File: src/rtl/wb_dbg_master.sv
// wb_dbg_master
//   Byte-stream driven Wishbone master. Host software sends command frames
//   over a serial byte channel; each frame runs one 32-bit Wishbone cycle and
//   the result or status goes back on the same channel.
//     Write frame : 'W'(0x57) A3 A2 A1 A0 D3 D2 D1 D0 -> 0x06 on ack
//     Read frame  : 'R'(0x52) A3 A2 A1 A0             -> D3 D2 D1 D0 on ack
//     Any err or timeout                              -> 0x15
// Ports
//   clk, reset          : system clock, asynchronous active-high reset
//   rx_dat/rx_stb       : incoming command byte and its one-cycle valid pulse
//   tx_dat/tx_stb       : outgoing response byte and its one-cycle send pulse
//   tx_busy             : transmitter busy; a byte is only sent while low
//   wb_*                : Wishbone master port (single 32-bit cycles)
// Parameters
//   timeout             : max cycles (2..65535) cyc/stb stay high without ack/err
module wb_dbg_master #(
  parameter int unsigned timeout = 1024
) (
  input  logic        clk,
  input  logic        reset,
  input  logic [7:0]  rx_dat,
  input  logic        rx_stb,
  output logic [7:0]  tx_dat,
  output logic        tx_stb,
  input  logic        tx_busy,
  output logic [31:0] wb_adr_o,
  output logic [31:0] wb_dat_o,
  input  logic [31:0] wb_dat_i,
  output logic [3:0]  wb_sel_o,
  output logic        wb_we_o,
  output logic        wb_cyc_o,
  output logic        wb_stb_o,
  input  logic        wb_ack_i,
  input  logic        wb_err_i
);

  typedef enum logic [2:0] {
    IDLE = 3'd0,
    ADDR = 3'd1,
    DATA = 3'd2,
    BUS  = 3'd3,
    RESP = 3'd4
  } state_t;

  localparam logic [7:0]  CMD_WR   = 8'h57;
  localparam logic [7:0]  CMD_RD   = 8'h52;
  localparam logic [7:0]  RSP_ACK  = 8'h06;
  localparam logic [7:0]  RSP_NAK  = 8'h15;
  localparam logic [15:0] TMO_LAST = 16'(timeout - 32'd1);

  state_t      state_q, state_d;
  logic        is_wr_q, is_wr_d;
  logic [1:0]  byte_cnt_q, byte_cnt_d;
  logic [31:0] adr_q, adr_d;
  logic [31:0] wdat_q, wdat_d;
  logic [31:0] rdat_q, rdat_d;
  logic [15:0] bus_cnt_q, bus_cnt_d;
  logic        ok_q, ok_d;
  logic [2:0]  resp_cnt_q, resp_cnt_d;
  logic        gap_q, gap_d;
  logic        tx_stb_q, tx_stb_d;
  logic [7:0]  tx_dat_q, tx_dat_d;
  logic        cyc_q, cyc_d;
  logic        we_q, we_d;
  logic [3:0]  sel_q, sel_d;

  logic [2:0]  resp_len_s;
  logic [7:0]  resp_byte_s;

  // Response length and the byte due next, selected by the send counter.
  always_comb begin
    resp_len_s  = 3'd1;
    resp_byte_s = RSP_NAK;
    if (ok_q && !is_wr_q) begin
      resp_len_s = 3'd4;
      case (resp_cnt_q[1:0])
        2'd0:    resp_byte_s = rdat_q[31:24];
        2'd1:    resp_byte_s = rdat_q[23:16];
        2'd2:    resp_byte_s = rdat_q[15:8];
        2'd3:    resp_byte_s = rdat_q[7:0];
        default: resp_byte_s = RSP_NAK;
      endcase
    end else if (ok_q) begin
      resp_byte_s = RSP_ACK;
    end else begin
      resp_byte_s = RSP_NAK;
    end
  end

  // Next-state and datapath logic for frame parsing, bus cycle and response.
  always_comb begin
    state_d    = state_q;
    is_wr_d    = is_wr_q;
    byte_cnt_d = byte_cnt_q;
    adr_d      = adr_q;
    wdat_d     = wdat_q;
    rdat_d     = rdat_q;
    bus_cnt_d  = bus_cnt_q;
    ok_d       = ok_q;
    resp_cnt_d = resp_cnt_q;
    tx_stb_d   = 1'b0;
    tx_dat_d   = tx_dat_q;
    // The cycle after a tx_stb is a dead cycle so the transmitter can raise busy.
    gap_d      = tx_stb_q;

    case (state_q)
      IDLE: begin
        if (rx_stb && (rx_dat == CMD_WR || rx_dat == CMD_RD)) begin
          is_wr_d    = (rx_dat == CMD_WR);
          byte_cnt_d = 2'd0;
          state_d    = ADDR;
        end else begin
          state_d    = IDLE;
        end
      end
      ADDR: begin
        if (rx_stb) begin
          adr_d      = {adr_q[23:0], rx_dat};
          byte_cnt_d = byte_cnt_q + 2'd1;
          bus_cnt_d  = 16'd0;
          if (byte_cnt_q == 2'd3) begin
            state_d = is_wr_q ? DATA : BUS;
          end else begin
            state_d = ADDR;
          end
        end else begin
          state_d = ADDR;
        end
      end
      DATA: begin
        if (rx_stb) begin
          wdat_d     = {wdat_q[23:0], rx_dat};
          byte_cnt_d = byte_cnt_q + 2'd1;
          bus_cnt_d  = 16'd0;
          if (byte_cnt_q == 2'd3) begin
            state_d = BUS;
          end else begin
            state_d = DATA;
          end
        end else begin
          state_d = DATA;
        end
      end
      BUS: begin
        // ack together with err counts as a failure.
        if (wb_ack_i && !wb_err_i) begin
          ok_d       = 1'b1;
          resp_cnt_d = 3'd0;
          state_d    = RESP;
          if (!is_wr_q) begin
            rdat_d = wb_dat_i;
          end else begin
            rdat_d = rdat_q;
          end
        end else if (wb_err_i || bus_cnt_q == TMO_LAST) begin
          ok_d       = 1'b0;
          resp_cnt_d = 3'd0;
          state_d    = RESP;
        end else begin
          bus_cnt_d  = bus_cnt_q + 16'd1;
        end
      end
      RESP: begin
        // Leave only once the final byte's strobe is on the wire.
        if (tx_stb_q && resp_cnt_q == resp_len_s) begin
          state_d = IDLE;
        end else if (!tx_stb_q && !gap_q && !tx_busy && resp_cnt_q < resp_len_s) begin
          tx_stb_d   = 1'b1;
          tx_dat_d   = resp_byte_s;
          resp_cnt_d = resp_cnt_q + 3'd1;
        end else begin
          state_d = RESP;
        end
      end
      default: begin
        state_d = IDLE;
      end
    endcase

    // Bus control is registered so it tracks the BUS state exactly.
    if (state_d == BUS) begin
      cyc_d = 1'b1;
      we_d  = is_wr_q;
      sel_d = 4'hF;
    end else begin
      cyc_d = 1'b0;
      we_d  = 1'b0;
      sel_d = 4'h0;
    end
  end

  // State and output registers with asynchronous reset.
  always_ff @(posedge clk or posedge reset) begin
    if (reset) begin
      state_q    <= IDLE;
      is_wr_q    <= 1'b0;
      byte_cnt_q <= 2'd0;
      adr_q      <= 32'd0;
      wdat_q     <= 32'd0;
      rdat_q     <= 32'd0;
      bus_cnt_q  <= 16'd0;
      ok_q       <= 1'b0;
      resp_cnt_q <= 3'd0;
      gap_q      <= 1'b0;
      tx_stb_q   <= 1'b0;
      tx_dat_q   <= 8'd0;
      cyc_q      <= 1'b0;
      we_q       <= 1'b0;
      sel_q      <= 4'h0;
    end else begin
      state_q    <= state_d;
      is_wr_q    <= is_wr_d;
      byte_cnt_q <= byte_cnt_d;
      adr_q      <= adr_d;
      wdat_q     <= wdat_d;
      rdat_q     <= rdat_d;
      bus_cnt_q  <= bus_cnt_d;
      ok_q       <= ok_d;
      resp_cnt_q <= resp_cnt_d;
      gap_q      <= gap_d;
      tx_stb_q   <= tx_stb_d;
      tx_dat_q   <= tx_dat_d;
      cyc_q      <= cyc_d;
      we_q       <= we_d;
      sel_q      <= sel_d;
    end
  end

  assign tx_stb   = tx_stb_q;
  assign tx_dat   = tx_dat_q;
  assign wb_adr_o = adr_q;
  assign wb_dat_o = wdat_q;
  assign wb_sel_o = sel_q;
  assign wb_we_o  = we_q;
  assign wb_cyc_o = cyc_q;
  assign wb_stb_o = cyc_q;

endmodule

File: config.mk
export PLATFORM = sky130hd
export DESIGN_NAME = wb_dbg_master
export DESIGN_NICKNAME = d
export VERILOG_FILES = /design/src/rtl/wb_dbg_master.sv
export SDC_FILE = /design/constraint.sdc
export NUM_CORES = 1
export LEC_CHECK = 0
export CORE_ASPECT_RATIO = 0.7
export CORE_MARGIN = 2
export CORE_UTILIZATION = 55
export CTS_CLUSTER_SIZE = 28
export DETAILED_ROUTE_END_ITERATION = 7
export PLACE_DENSITY = 0.86
export SETUP_SLACK_MARGIN = 0.3
export SLEW_MARGIN = 20
export SYNTH_ARGS = -nofsm -noshare
export SYNTH_HDL_FRONTEND = slang
export SYNTH_SLANG_ARGS = --single-unit
File: constraint.sdc
create_clock -name clk -period 8.4 [get_ports clk]
set_input_delay 1.68 -clock clk [delete_from_list [all_inputs] [get_ports clk]]
set_output_delay 1.68 -clock clk [all_outputs]
set_load 0.1 [all_outputs]
# Word level (Yosys, flattened, before mapping)
# Cells that the tools add are included.
[classes]
n_addsub = 3
order_cmp = 1
eq_ne = 20
mux = 35
n_bitwise = 2
n_reduce_logical = 30
[ops]
columns = ["operator", "n"]
rows = [
  ["$mux W16", 3],
  ["$mux W3", 11],
  ["$pmux W16 S2", 1],
  ["$pmux W8 S4", 1],
  ["$add A16 B1 Y16 const B", 1],
  ["$eq A16 B10 Y1 const B", 1],
  ["$eq A8 B7 Y1 const B", 2],
  ["$pmux W3 S5", 1],
  ["$mux W1", 10],
  ["$ne A2 B2 Y1 const B", 5],
  ["$eq A3 B2 Y1 const B", 3],
  ["$reduce_and A3 Y1", 3],
  ["$mux W8", 1],
  ["$reduce_and A2 Y1", 4],
  ["$reduce_and A4 Y1", 2],
  ["$reduce_bool A2 Y1", 4],
  ["$logic_and A1 B1 Y1", 7],
  ["$eq A2 B2 Y1 const B", 3],
  ["$mux W2", 3],
  ["$pmux W3 S2", 1],
  ["$logic_not A1 Y1", 5],
  ["$mux W5", 1],
  ["$mux W4", 1],
  ["$pmux W2 S2", 1],
  ["14 further kinds", 16],
]
[word_totals]
regBits = 138

# Logic depth before layout (Yosys ltp)
# Gate-level depths: netlist of run 1.
[depth]
depth_word = 10
depth_mapped = 8
ltp_nobuf = 7

# Worst setup path before layout of run 1
# OpenSTA, ideal clock, no wires.
[synth_timing]
path_kind = "input to register"
startpoint = "input port tx_busy"
endpoint = "register resp_cnt_q[0]"
setup_ns = 0.125
arrival_time_ns = 3.082
t_required_ns = 8.275
setup_slack_ns = 5.193
cell_stages = 6
path_buffers = 1
cell_sequence = "or4_1 > a211o_1 > clkbuf_1 > inv_2 > o22ai_1 > mux2_2"
[synth_via]
elab_chain_cells = 5
[synth_lines]
columns = ["element", "line_no", "text"]
rows = [
  ["from (decl)", "25", "input logic tx_busy,"],
  ["$logic_not A1 Y1", "167", "end else if (!tx_stb_q && !gap_q && !tx_busy && resp_cnt_q < resp_len_s) begin"],
  ["$logic_and A1 B1 Y1 (2 in a row)", "167", ""],
  ["$ne A2 B2 Y1 (no source line)", "--", ""],
  ["$reduce_and A4 Y1 (no source line)", "--", ""],
  ["to (signal assigned)", "219", "resp_cnt_q <= resp_cnt_d;"],
  ["to (decl)", "59", "logic [2:0] resp_cnt_q, resp_cnt_d;"],
]
# Every way passes these cells.
# A chain may end at the register's enable or synchronous reset.

==> reports/qor.txt, run 1 <==
RR Startpoint: is_wr_q$_DFFE_PP0P_
Psw: 1532 µW
Clock share of power: 25.2%
VDD IR-drop max: 0.0001934 V
Post-DP HPWL: 8929 µm
Clk_lat worst skew: 0.41 ns
Fin nets: 613
Port bufs: 125
Hold Path End: gap_q$_DFF_PP0_
Number of setup violations in the final report: 0
Final wirelength: 13290 µm
RSZ-0062 raised after global routing: no
DRT iter0 DRCs: 292
Initial Utilization: 56.14%
Count leader, synth: dfrtp_1
Most instantiated cells after synthesis: 134 x dfrtp_1, 61 x mux2_2, 36 x mux2_1
Slowest-stage cell, CP: clkdlybuf4s50_1
Seq pwr share: 28.5%
Worst Hold Launch: tx_stb$_DFF_PP0_
Post-CTS setup buffers: 0
Ys flop type: dfrtp_1
Fillers: 617
PD cells: 417.0 nW/µm²
Clock sink count: 134
Worst-path clk slew: 0.06 ns
Antenna violations before repair: 0
Mapped Area: 5771 µm²
CTS Hold Bufs: 0
Slew HR: 30.23%
Total track usage: 24.13%
Final Skew: 0.006392 ns
Slew of the pin with the lowest slew margin: 1.043 ns
Antenna diodes: 0
Syn Area/Cell: 13.24 µm²
Internal: 1701 µW
CTS resizes: 0
Reg2Reg Depth: 7
CTS tree: done
Total power: 3233 µW
Sequential-to-total area share from yosys stat: 58.11%
Core footprint: 10280 µm²
Top cell type by total area after synthesis: dfrtp_1
Total congestion overflow: 0
H-tree Lvls: 4
Static leakage: 0.003532 µW
Drt drc: 0
Worst min path class: reg -> reg
Global-route wire length before repair: 21400 µm
Synthesis-stage register bit count: 134
Vias in the first global route: 4007
Mapped Cells: 436
Setup_tns: 0 ns
Num rows: 31
Crit path cell chain: clkdlybuf4s50_1
Via count: 4027
Largest net degree at the start of global routing: 76
Antenna viol nets, final: 0
Maximum clock insertion buffer count: 2
FFs w/ async S/R, synth: 100.0%
Outcome: complete, no violations
Sw Share: 47.39%
Die Y: 89.70 µm
DIE WIDTH: 126.4 µm
Final hold violation count: 0
Area Growth Syn to Fin: 34.35%
Layout cells sized above 1: 18.71%
Hold path depth: 0
Reg-to-reg slack, setup: 5.78 ns
CP bufs+invs: 1
Final slew viol count: 0
Delay-heaviest family, CP: buffers and inverters
Max FO, Critical Path: 6
CTS buffer count: 17
EDFF count, synth: 0
Combinational share of power: 46.3%
Mapped Nets: 490
Tmin final: 3.717 ns
Critical Path Source Type: register
CTS root buf: clkbuf_16
CP endpoint kind: output port
Vias per cell: 5.720
Synth top area cells: dfrtp_1 58%, mux2_2 12%, mux2_1 7.0%
Req. time, crit path: 6.72 ns
Part of the cycle the worst path needs: 44.25%
Placer congestion estimate: 0.8577
Post-synth top area share: 58.11%
I/O Pins: 126
Max Cap Viol: 0
Drt first pass iters: 6
Synth warn: 0
Worst path arrival time: 2.04 ns
Library cells used by synthesis: 55
Fmax: 0.2691 GHz
Reg-to-Reg End: resp_cnt_q[0]$_DFFE_PP0P_
Setup CP Type: reg -> out
Crit path largest cell delay: 1.19 ns
Die footprint: 11340 µm²
WL/cell: 18.87 µm
power by group through the flow:
stage	registers [µW]	logic, µW	clock network, µW
floorplan	1760	280	0
global placement	912	1470	0
detailed placement	925	1490	0
CTS	920	1500	822
global route	941	1540	855
finish	920	1500	815
how the worst max path moves through the flow:
stage	start	endpoint	slack, ns	cells after the start
3_5_place_dp	tx_busy	resp_cnt_q[0]$_DFFE_PP0P_	4.67	6
4_1_cts	wb_sel_o[2]$_DFF_PP0_	wb_sel_o[3]	4.65	1
2_1_floorplan	reset	bus_cnt_q[0]$_DFFE_PP0P_	3.14	1
3_3_place_gp	reset	wb_dat_o[15]$_DFFE_PP0P_	4.76	3
5_1_grt	wb_sel_o[2]$_DFF_PP0_	wb_sel_o[3]	4.61	1
6_report	wb_sel_o[2]$_DFF_PP0_	wb_sel_o[3]	4.68	1
area by class of cell:
cell class | count | area (µm²) | share of cell area, %
Clock buffer | 17 | 425.4 | 5.487
Timing Repair Buffer | 129 | 1281 | 16.53
Tap cell | 132 | 165.2 | 2.130
Sequential cell | 134 | 3353 | 43.25
Inverter | 7 | 28.78 | 0.3712
Clock inverter | 15 | 225.2 | 2.905
Multi-Input combinational cell | 270 | 2273 | 29.33
cell families after synthesis:
group,after synthesis,share of synthesized area [%]
xor gates and xnor gates,2,0.3036
buffers and inverters,32,2.624
muxes,108,20.84
adders and majority gates,8,1.735
AOI/OAI and AO/OA,54,6.592
DFF,134,58.11
and+or+nand+nor,98,9.801
placed cells by master, fill, tap and decap left out, types with 2 or more instances in the layout:
cell type	instances
o21a_1	5
bufinv_16	5
nand3_1	9
nor2_1	5
mux2_2	61
ha_1	8
clkinv_2	3
nor4_1	3
nor4b_1	2
and4_1	2
o31ai_1	3
nand2b_1	10
nor2_2	2
clkdlybuf4s50_1	125
or4_4	2
dfrtp_1	134
mux2_1	36
or3b_1	2
inv_6	3
nand4_1	7
o211ai_1	4
nor3_1	4
o21ai_0	5
inv_1	5
clkbuf_16	17
a21oi_1	10
or3_1	2
clkinv_4	3
nand2_1	30
buf_4	4
and2_1	2
nor2b_1	2
o21ai_1	8
a222oi_1	8
or4_1	5
mux2i_1	11
per-layer routing:
layer	global-route usage [%]	vias up	part of all wire (%)
li1	-	1841	-
met1	34.39	2043	46
met2	37.66	129	48
met3	6.190	14	5.1
met4	5.586	0	0.90
met5	0	-	0
per-stage QoR:
| stage | util, % | hold WS (ns) | worst slack [ns] | cell area, µm² | std cells |
|---|---|---|---|---|---|
| 2_1_floorplan | - | 0.4542 | 3.137 | 5771 | 436 |
| 3_3_place_gp | 69.09 | 0.4259 | 4.756 | 7102 | 672 |
| 3_5_place_dp | 69.09 | 0.4264 | 4.667 | 7102 | 672 |
| 4_1_cts | 75.42 | 0.4557 | 4.648 | 7752 | 704 |
| 5_1_grt | 75.42 | 0.4853 | 4.615 | 7752 | 704 |
| 6_report | 75.42 | 0.4529 | 4.683 | 7752 | 704 |
sequential cells by signal (all words and copies together), names as in the netlist, 2 cells and up:
name and flops:
rdat_q 32, byte_cnt_q 2, tx_dat 8, wb_adr_o 32, state_q 3, resp_cnt_q 3
wb_dat_o 32, bus_cnt_q 16
Power figures use the tool's default switching activity.
==> run 2: changes to the inputs <==
CORE_UTILIZATION = 51   (was 55)
PLACE_DENSITY = 0.8   (was 0.86)
clock period = 3.5 ns   (was 8.4 ns; I/O delays follow)
==> reports/qor.txt, run 2 (same netlist as run 1, synthesis figures left out) <==
Outcome: complete, no violations
Initial Utilization: 52.41% (-3.7 points)
Worst min path class: reg -> reg
Total power: 7467 µW (+130%)
Reg-to-Reg End: resp_cnt_q[0]$_DFFE_PP0P_
DRT iter0 DRCs: 291 (-0.34%)
Crit path largest cell delay: 1.16 ns (-0.03 ns)
Drt drc: 0 (unchanged)
Antenna viol nets, final: 0 (unchanged)
Placer congestion estimate: 0.8290 (-3.3%)
Slowest-stage cell, CP: clkdlybuf4s50_1
Number of setup violations in the final report: 0 (unchanged)
Port bufs: 125 (unchanged)
I/O Pins: 126 (unchanged)
CP bufs+invs: 1 (unchanged)
Hold Path End: gap_q$_DFF_PP0_
Fmax: 0.3749 GHz
Core footprint: 11010 µm² (+7.1%)
Num rows: 32 (+3.2%)
RSZ-0062 raised after global routing: no
Static leakage: 0.003533 µW (about the same)
Commonest non-fill, non-tap cell in the layout: dfrtp_1
Fin nets: 615 (+0.33%)
Tmin final: 2.667 ns
Final Skew: 0.008694 ns (+0.002302 ns)
Reg2Reg Depth: 7 (unchanged)
Commonest cells after routing, fill and taps aside: 134 x dfrtp_1, 109 x clkdlybuf4s50_1, 61 x mux2_2
CTS tree: done
Global-route wire length before repair: 21510 µm (+0.49%)
Total track usage: 22.67% (-1.5 points)
Vias per cell: 5.535 (-3.2%)
CTS Hold Bufs: 0 (unchanged)
Fillers: 734 (+19%)
Total congestion overflow: 0 (unchanged)
Final hold violation count: 0 (unchanged)
Clock sink count: 134 (unchanged)
Final slew viol count: 0 (unchanged)
Worst Hold Launch: tx_stb$_DFF_PP0_
DIE WIDTH: 131.1 µm (+3.7%)
Drt first pass iters: 4 (-2)
RR Startpoint: is_wr_q$_DFFE_PP0P_
WL/cell: 18.05 µm (-4.4%)
Post-CTS setup buffers: 0 (unchanged)
Sequential cell area: 3353 µm² (unchanged)
PD cells: 967.8 nW/µm² (+130%)
CTS buffer count: 17 (unchanged)
Worst-path clk slew: 0.06 ns (about the same)
Worst path arrival time: 1.97 ns (-0.07 ns)
VDD IR-drop max: 0.0005591 V (+190%)
CTS root buf: clkbuf_16
Final wirelength: 13120 µm (-1.2%)
Antenna violations before repair: 0 (unchanged)
Setup CP Type: reg -> out
Via count: 4024 (-0.074%)
Crit path cell chain: clkdlybuf4s50_1
CTS resizes: 0 (unchanged)
Max FO, Critical Path: 3 (-3)
Layout cells sized above 1: 21.78% (+3.1 points)
Antenna diodes: 0 (unchanged)
CP endpoint kind: output port
Setup_tns: 0 ns (unchanged)
Hold path depth: 0 (unchanged)
Max Cap Viol: 0 (unchanged)
Critical Path Source Type: register
Post-DP HPWL: 9279 µm (+3.9%)
Req. time, crit path: 2.80 ns (-3.92 ns)
Slew of the pin with the lowest slew margin: 1.018 ns (-0.02556 ns)
Reg-to-reg slack, setup: 0.87 ns (-4.91 ns)
Clk_lat worst skew: 0.41 ns (about the same)
Maximum clock insertion buffer count: 2 (unchanged)
Slew HR: 31.94% (+1.7 points)
Largest net degree at the start of global routing: 44 (-42%)
Vias in the first global route: 4055 (+1.2%)
Delay-heaviest family, CP: buffers and inverters
Area Growth Syn to Fin: 33.69%
Die footprint: 12190 µm² (+7.5%)
Area of the multi-input gates: 2273 µm² (unchanged)
H-tree Lvls: 4 (unchanged)
Die Y: 93.00 µm (+3.7%)
Part of the cycle the worst path needs: 76.21%
==> run 2: metrics by stage <==
stage               instances  util [%]  setup slack (ns)  hold WS (ns)  area (µm²)
CTS                       727     70.07            0.8121        0.4451        7715
global placement          695     64.86            0.8304        0.4287        7142
detailed placement        695     64.86            0.7550        0.4339        7142
global route              727     70.07            0.7230        0.4671        7715
finish                    727     70.07            0.8325        0.4510        7715
floorplan                 436         -             1.135        0.4542        5774
==> run 2: power by group <==
group	leakage, µW	switching [µW]	total [µW]	internal [µW]
logic	0.00148	2680	3570	886
registers	0.00178	288	2200	1910
clock network	0.000277	675	1700	1020
total	0.00353	3650	7470	3820
==> run 2: final cells by class <==
| type | instances | share of cell area [%] |
|---|---|---|
| clock inverter | 13 | 1.557 |
| tap | 153 | 2.481 |
| inverter | 7 | 0.3892 |
| sequential | 134 | 43.46 |
| timing repair buffer | 131 | 16.77 |
| clock buffer | 19 | 5.871 |
| multi-input combinational | 270 | 29.47 |
==> run 2: worst max-delay path by stage <==
stage | start | end | slack (ns) | depth (start not counted)
2_1_floorplan | reset | bus_cnt_q[0]$_DFFE_PP0P_ | 1.13 | 1
3_3_place_gp | tx_busy | resp_cnt_q[0]$_DFFE_PP0P_ | 0.83 | 6
3_5_place_dp | tx_busy | resp_cnt_q[0]$_DFFE_PP0P_ | 0.75 | 6
4_1_cts | wb_adr_o[6]$_DFFE_PP0P_ | wb_adr_o[6] | 0.81 | 1
5_1_grt | is_wr_q$_DFFE_PP0P_ | resp_cnt_q[0]$_DFFE_PP0P_ | 0.72 | 7
6_report | wb_adr_o[6]$_DFFE_PP0P_ | wb_adr_o[6] | 0.83 | 1
==> run 2: metal layers <==
metal,GRT usage (%),part of all wire [%],wire [µm],up-vias
met5,0,0,0,-
met2,35.57,47,6229,105
met4,8.424,1.4,185,0
met1,31.54,46,6100,2045
li1,-,-,-,1855
met3,4.932,4.6,607,19
==> run 3: changes to the inputs <==
CORE_UTILIZATION = 46   (was 51)
PLACE_DENSITY = 0.77   (was 0.8)
clock period = 2.3 ns   (was 3.5 ns; I/O delays follow)
==> reports/qor.txt, run 3 (same netlist as run 1, synthesis figures left out) <==
Outcome: complete, no violations
Setup CP Type: reg -> reg
Total track usage: 22.03% (-0.64 points)
Die footprint: 13470 µm² (+10%)
Crit path cell chain: or4_4, or4_4, a21oi_4, a21bo_1
Final Skew: 0.009232 ns (+0.0005377 ns)
CTS Hold Bufs: 0 (unchanged)
Antenna violations before repair: 0 (unchanged)
Slew HR: 57.44% (+26 points)
CTS buffer count: 17 (unchanged)
Reg-to-Reg End: wb_sel_o[2]$_DFF_PP0_
Vias in the first global route: 4498 (+11%)
Reg2Reg Depth: 4 (-3)
Antenna viol nets, final: 0 (unchanged)
Setup_tns: 0 ns (unchanged)
Drt first pass iters: 6 (+2)
Port bufs: 125 (unchanged)
Drt drc: 0 (unchanged)
Largest net degree at the start of global routing: 33 (-25%)
Area of the multi-input gates: 2346 µm² (+3.2%)
Max FO, Critical Path: 6 (+3)
Via count: 4188 (+4.1%)
Crit path largest cell delay: 0.58 ns (-0.58 ns)
Reg-to-reg slack, setup: 0.30 ns (-0.57 ns)
Area Growth Syn to Fin: 38.16%
Commonest non-fill, non-tap cell in the layout: dfrtp_1
Final hold violation count: 0 (unchanged)
Clk_lat worst skew: 0.42 ns (about the same)
CP most frequent cell: or4_4
Initial Utilization: 46.77% (-5.6 points)
Final slew viol count: 0 (unchanged)
H-tree Lvls: 4 (unchanged)
Part of the cycle the worst path needs: 87.03%
Sequential cell area: 3356 µm² (about the same)
Core footprint: 12340 µm² (+12%)
Final wirelength: 13850 µm (+5.6%)
Cell Area, Placed: 7222 µm² (+1.1%)
CTS tree: done
Post-DP HPWL: 9470 µm (+2.1%)
CP endpoint kind: register
Worst path arrival time: 2.30 ns (+0.33 ns)
Max Cap Viol: 0 (unchanged)
Total congestion overflow: 0 (unchanged)
Vias per cell: 5.446 (-1.6%)
Num rows: 34 (+6.3%)
Slew of the pin with the lowest slew margin: 0.6370 ns (-0.3808 ns)
Antenna diodes: 0 (unchanged)
VDD IR-drop max: 0.001474 V (+160%)
Layout cells sized above 1: 38.55% (+17 points)
I/O Pins: 126 (unchanged)
Slowest-stage cell, CP: or4_4
CTS root buf: clkbuf_16
Tmin final: 2.002 ns
WL/cell: 18.02 µm (-0.20%)
Critical Path Source Type: register
Global-route wire length before repair: 22870 µm (+6.4%)
PD cells: 1442 nW/µm² (+49%)
Commonest cells after routing, fill and taps aside: 132 x dfrtp_1, 111 x buf_4, 60 x mux2_2
Number of setup violations in the final report: 0 (unchanged)
RSZ-0062 raised after global routing: yes
Hold slack: 0.4661 ns (+0.01506 ns)
Placer congestion estimate: 0.8727 (+5.3%)
Post-route cell area: 7973 µm² (+3.3%)
Static leakage: 0.003840 µW (+8.7%)
Worst min path class: in -> async
DRT iter0 DRCs: 227 (-22%)
RR Startpoint: bus_cnt_q[14]$_DFFE_PP0P_
Req. time, crit path: 2.60 ns (-0.20 ns)
Fmax: 0.4996 GHz
Fillers: 900 (+23%)
Maximum clock insertion buffer count: 2 (unchanged)
Fin nets: 648 (+5.4%)
DIE WIDTH: 137.9 µm (+5.1%)
Clock sink count: 134 (unchanged)
Worst-path clk slew: 0.07 ns (about the same)
Die Y: 97.71 µm (+5.1%)
run 3: routing by layer:
metal,global-route usage [%],up-vias,routed length (µm)
met5,0,-,0
met4,8.242,0,220
met3,8.399,22,1028
met2,34.16,126,6589
met1,28.14,2124,6016
li1,-,1916,-
run 3: power breakdown:
group | leakage (µW) | internal (µW) | switching [µW]
registers | 0.00178 | 2910 | 457
logic | 0.00178 | 1310 | 4100
clock network | 0.000289 | 1570 | 1150
total | 0.00384 | 5790 | 5710
run 3: how the worst max path moves through the flow:
stage / from / cells after the start / end
after floorplan: reset / 1 / tx_stb$_DFF_PP0_
after global placement: tx_busy / 6 / resp_cnt_q[0]$_DFFE_PP0P_
after detailed placement: tx_busy / 6 / resp_cnt_q[0]$_DFFE_PP0P_
after CTS: is_wr_q$_DFFE_PP0P_ / 7 / resp_cnt_q[0]$_DFFE_PP0P_
after global routing: bus_cnt_q[0]$_DFFE_PP0P_ / 5 / wb_sel_o[2]$_DFF_PP0_
final: bus_cnt_q[14]$_DFFE_PP0P_ / 4 / wb_sel_o[2]$_DFF_PP0_
run 3: what timing repair did:
| item | CTS | global route |
|---|---|---|
| gates cloned | 0 | 0 |
| endpoints found under the setup margin | 21 | 53 |
| pin swaps | 4 | 1 |
| buffers inserted | 4 | 10 |
| resized for setup | 8 | 5 |
run 3: final cells by class:
type	count	area share (%)
clock buffers	18	5.508
inverters	7	0.4394
multi-input cells	270	29.43
well taps	162	2.542
clock inverters	14	1.993
repair buffers	164	18.00
flip-flops and latches	134	42.09
run 3: worst max-delay path, delay by kind of cell, from the launching register on:
family	cells	cell delay [ns]
AOI/OAI and AO/OA	2	0.42
DFF	1	0.39
and+or+nand+nor	2	1.08
run 3: per-stage QoR:
step           setup slack (ns)  power, µW  util (%)  std cells
3_3_place_gp           0.002541       8669     58.54        723
3_5_place_dp           -0.03530       8758     58.54        723
6_report                 0.2983      11490     64.62        769
5_1_grt                  0.2366      11940     64.62        769
2_1_floorplan           0.03084       7474         -        436
4_1_cts                  0.2920      11530     63.92        759
